===== src/rtl/instr_fetch_unit.sv =====
// Instruction fetch: owns the PC, fetches 16-bit words over req/rvalid, presents OPCODE/flagbit/IMM.
// Define FETCH_PREFETCH_EN to replace the single IR with a 2-entry prefetch FIFO.
module instr_fetch_unit #(
   parameter int            AW       = 16,
   parameter logic [AW-1:0] RESET_PC = 16'h0000
) (
   input  logic          CLK,
   input  logic          RST_N,
   output logic          imem_req,
   output logic [AW-1:0] imem_addr,
   input  logic          imem_rvalid,
   input  logic [15:0]   imem_rdata,
   output logic          instr_valid,
   input  logic          instr_ready,
   output logic [4:0]    OPCODE,
   output logic          flagbit,
   output logic [9:0]    IMM,
   output logic [AW-1:0] pc_of_instr,
   input  logic          redirect_en,
   input  logic [AW-1:0] redirect_pc
);

   typedef enum logic [1:0] {IDLE, FETCH, HOLD} state_t;

   state_t        state, state_n;
   logic [AW-1:0] pc, pc_n;
   logic          squash, squash_n;
   logic          take;
   logic [15:0]   head_ir;
   logic [AW-1:0] head_pc;

`ifdef FETCH_PREFETCH_EN
   logic [1:0]           cnt;
   logic [1:0][15:0]     fifo_ir;
   logic [1:0][AW-1:0]   fifo_pc;
   logic                 pop;
   logic                 wr_slot;
`endif

   // imem_addr holds the squashed request's address until its response drains
   always_ff @(posedge CLK or negedge RST_N) begin
      if (!RST_N) begin
         state     <= IDLE;
         pc        <= RESET_PC;
         squash    <= 1'b0;
         imem_addr <= RESET_PC;
      end else begin
         state     <= state_n;
         pc        <= pc_n;
         squash    <= squash_n;
         imem_addr <= squash_n ? imem_addr : pc_n;
      end
   end

   always_comb begin
      state_n  = state;
      pc_n     = pc;
      squash_n = squash;
      take     = 1'b0;
      unique case (state)
         IDLE:  state_n = FETCH;
         FETCH: begin
            if (imem_rvalid) begin
               if (squash) squash_n = 1'b0;
               else begin
                  take = 1'b1;
                  pc_n = pc + AW'(2);
`ifndef FETCH_PREFETCH_EN
                  state_n = HOLD;
`endif
               end
            end
         end
         HOLD:    if (instr_ready) state_n = FETCH;
         default: state_n = IDLE;
      endcase
      // Redirect wins; a same-cycle response is simply dropped
      if (redirect_en) begin
         pc_n     = redirect_pc & ~AW'(1);
         state_n  = FETCH;
         take     = 1'b0;
         squash_n = imem_req && !imem_rvalid;
      end
   end

   always_comb begin
`ifdef FETCH_PREFETCH_EN
      imem_req    = (state == FETCH) && (cnt != 2'd2);
      instr_valid = (cnt != 2'd0);
`else
      imem_req    = (state == FETCH);
      instr_valid = (state == HOLD);
`endif
   end

`ifdef FETCH_PREFETCH_EN
   assign pop     = instr_valid && instr_ready;
   assign wr_slot = (cnt == 2'd2) || ((cnt == 2'd1) && !pop);

   // Slot 0 is the head; a pop shifts slot 1 down, a push lands behind the survivors
   always_ff @(posedge CLK or negedge RST_N) begin
      if (!RST_N) begin
         cnt     <= 2'd0;
         fifo_ir <= '0;
         fifo_pc <= {2{RESET_PC}};
      end else if (redirect_en) begin
         cnt <= 2'd0;
      end else begin
         if (pop) begin
            fifo_ir[0] <= fifo_ir[1];
            fifo_pc[0] <= fifo_pc[1];
         end
         if (take) begin
            fifo_ir[wr_slot] <= imem_rdata;
            fifo_pc[wr_slot] <= pc;
         end
         cnt <= cnt + 2'(take) - 2'(pop);
      end
   end

   assign head_ir = fifo_ir[0];
   assign head_pc = fifo_pc[0];
`else
   always_ff @(posedge CLK or negedge RST_N) begin
      if (!RST_N) begin
         head_ir <= 16'h0000;
         head_pc <= RESET_PC;
      end else if (take) begin
         head_ir <= imem_rdata;
         head_pc <= pc;
      end
   end
`endif

   assign OPCODE      = head_ir[15:11];
   assign flagbit     = head_ir[10];
   assign IMM         = head_ir[9:0];
   assign pc_of_instr = head_pc;

endmodule


===== config.mk =====
export PLATFORM = sky130hd
export DESIGN_NAME = instr_fetch_unit
export DESIGN_NICKNAME = d
export VERILOG_FILES = /design/src/rtl/instr_fetch_unit.sv
export SDC_FILE = /design/constraint.sdc
export NUM_CORES = 1
export LEC_CHECK = 0
export ABC_AREA = 0
export BUFFER_PORTS_ARGS = -buffer_cell sky130_fd_sc_hd__buf_4
export CAP_MARGIN = 0
export CORE_MARGIN = 4
export CORE_UTILIZATION = 51
export DETAILED_ROUTE_END_ITERATION = 8
export PLACE_DENSITY = 0.79
export SYNTH_ARGS = -nofsm -noshare
export SYNTH_HDL_FRONTEND = slang
export SYNTH_SLANG_ARGS = --single-unit

===== constraint.sdc =====
create_clock -name CLK -period 2.58 [get_ports CLK]
set_clock_uncertainty 0.05 [all_clocks]
set_input_delay 0.387 -clock CLK [delete_from_list [all_inputs] [get_ports CLK]]
set_output_delay 0.387 -clock CLK [all_outputs]
set_load 0.02 [all_outputs]

==> results.cfg <==
[setup_path]
critical_path.reg2reg.endpoint = imem_addr[15]$_DFFE_PN0N_
worst-setup-path-type = reg2reg
cp_data_arrival_time_ns = 2.25
crit_buf_inv = 0
rrSetupSlack_ns = 0.50
critical_path.slowest_cell = dfrtp_1
timing.critical_path.max_delay_family = simple AND/OR/NAND/NOR gates
worstSetupEndpointType = register
setup.worst_path.start_class = register
worstSetupPathDepth = 5
largest_stage_delay_worst_path_ns = 0.44
worst_setup_path_endpoint = imem_addr[15]$_DFFE_PN0N_
crit_fanout = 7
reg2reg_from = squash$_DFF_PN0_
crit_start = squash$_DFF_PN0_
crit_required_ns = 2.75
critical_path.cell_chain = nand4bb_2 > nor4_4 > nand3_2 > nor4bb_1 > or3_1
worst_r2r_path_depth = 5

[pwr]
powerDensity_nw_per_um2 = 948
vdd_ir_drop_max_mv = 0.562
total_leakage_power_nw = 1.72

[drt]
drtAntennaViolNets = 0
detailroute.via_count = 2069
avgViaCountPerCell = 5.31
drt-initial-drc-count = 88
drt_first_pass_iters = 4
postRouteWirelength_um = 6220
drt-wirelength-per-cell_um = 15.9
drc = 0

[synth]
post_synth.cell_area_avg_sq_um = 12.8
synth.top_cells.by_area = dfrtp_1 58%, mux2_2 17%, nand2_1 2.2%
synth.yosys.seq_area_share_pct = 58.0
yosys_most_used_dff = dfrtp_1
synth.largest_area_cell = dfrtp_1
synth_largest_type_area_fraction_pct = 58.0
synth_edf_count = 0
postSynthRegisterBits = 67
synth.lib_cells_used.distinct = 36
ys_warn_count = 0
synthesis.instances = 226
post_syn_nets = 264
synth_most_common_cell = dfrtp_1
netlist_top_cells_count = 67 x dfrtp_1, 43 x mux2_2, 17 x nand2_1
postSynth.asyncResetShare_pct = 100
syn-cell-area_sq_um = 2890

[sta]
rsz0062_at_grt = false
post-route-period-util_pct = 80.7
hold_viol_final = 0
final-setup-viol-count = 0
final_slew_viol_count = 0
postLayoutSetupSlackWorst_ns = 0.499
setup_total_neg_slack_ns = 0
final.min_clock_period_ns = 2.08
timing_worst_slew_pin_value_ns = 0.805
fmax_ghz = 0.480
relative_slew_slack_pct = 46.3

[place]
port-buffer-count = 85
dp_slack_ns = 0.503
dpl.hpwl_um = 4300
gpl_congestion = 0.831

[clocking]
tritoncts_num_sinks = 67
clkTransAtPathRegs_ns = 0.07
cts-htree-levels = 3
clock_latency_ns = 0.34
cts_tree = built
postCtsHoldBufs = 0
number_of_clock_buffers_inserted_by_tritoncts = 9
postCtsResizedCells = 0
cts-root-buf = clkbuf_8
cts-root-to-sink-buffers = 2
post_cts_buffers = 0

[cells_and_area]
n_antenna_cell = 0
area_growth_pct = 31.0
fin_nets = 353
drive_above_1_share_pct = 47.5

[grt]
grt_pass1_vias = 2184
antenna_violations_before_repair = 0
groute.usage.overall_pct = 19.4
grt_remaining_overflow = 0
global_route_wire_length_before_repair_um = 10600
grt_start_max_net_pins = 68

[outcome]
outcome = finished clean

[die]
area_of_the_core_sq_um = 5510
top_level_ports = 87
placement_rows = 27
fp.dieW_um = 83.3
die_height_um = 83.3
starting_density_pct = 52.5
floorplan.die_area_sq_um = 6940

[run]
drv_cap = 0

[hold_path]
timing.hold.worst.class = in2async
[per-layer routing]
metal	routed length (um)	vias to the layer above	track usage, %	share of wire (%)
li1	-	982	-	-
met1	2720	1005	24.2	44
met2	3030	70	30.3	49
met3	345	12	6.75	5.5
met4	124	0	8.62	2.0
met5	0	-	0	0
[registers in the layout, summed over array words and instances, names as in the netlist]
| register | cells |
|---|---|
| imem_addr | 16 |
| pc | 16 |
| head_ir | 16 |
| pc_of_instr | 16 |
| squash | 1 |
| state | 2 |
[how the worst min path moves through the flow]
stage | to | cells after the start
finish | head_ir[2]$_DFFE_PN0P_ | 1
global route | head_ir[4]$_DFFE_PN0P_ | 1
CTS | head_ir[2]$_DFFE_PN0P_ | 1
detailed placement | imem_addr[10]$_DFFE_PN0N_ | 2
global placement | imem_addr[11]$_DFFE_PN0N_ | 2
floorplan | head_ir[0]$_DFFE_PN0P_ | 0
[layout by cell type (no fill, tap or decap), drive strengths merged]
| master | n |
|---|---|
| buf | 87 |
| dfrtp | 67 |
| mux2 | 44 |
| nand2 | 17 |
| o21ai | 12 |
| clkbuf | 11 |
| nor2b | 9 |
| nor2 | 9 |
| xnor2 | 7 |
| nand4 | 7 |
| nor3 | 5 |
| nor4 | 5 |
| xor2 | 4 |
| o31ai | 4 |
| inv | 3 |
| clkinv | 3 |
| nand3 | 3 |
| and3b | 2 |
| nand3b | 2 |
| nand4b | 2 |
| nand2b | 2 |
| or3 | 2 |
| and4 | 1 |
| and2 | 1 |
| o31a | 1 |
| nand4bb | 1 |
| o21a | 1 |
| and4bb | 1 |
| mux2i | 1 |
| a211oi | 1 |
| nor4bb | 1 |
| a21o | 1 |
| ha | 1 |
[area by class of cell]
cell class / instances / area [sq um]
clock buffers: 11 / 151
clock inverters: 3 / 15.0
fillers: 437 / 1720
inverters: 3 / 11.3
multi-input cells: 147 / 1180
flip-flops and latches: 67 / 1680
well taps: 72 / 90.1
repair buffers: 87 / 666
[cells by family after synthesis]
| family | Yosys count | share of synthesized area [%] |
|---|---|---|
| AND/OR/NAND/NOR | 70 | 14.7 |
| flip-flops | 67 | 58.0 |
| multiplexers | 45 | 17.5 |
| AO/OA/AOI/OAI | 20 | 4.37 |
| buffers and inverters | 12 | 1.77 |
| XOR/XNOR | 11 | 3.33 |
| adder cells (fa/ha/maj) | 1 | 0.432 |
[stage by stage]
step                hold WS, ns  util (%)  instances  power, mW  cell area (sq um)
finish                   0.0925      68.8        390       3.59               3790
global route              0.155      68.8        390       3.80               3790
CTS                       0.108      68.8        390       3.64               3790
detailed placement        0.428      65.8        376       2.88               3620
global placement          0.417      65.8        376       2.84               3620
floorplan                0.0414         -        226       2.26               2890
[power by group]
part           switching [mW]  internal [mW]
clock                   0.364          0.385
sequential              0.193           1.35
combinational           0.663          0.641
total                    1.22           2.37
Note: power is estimated with default switching activity, not from simulation.
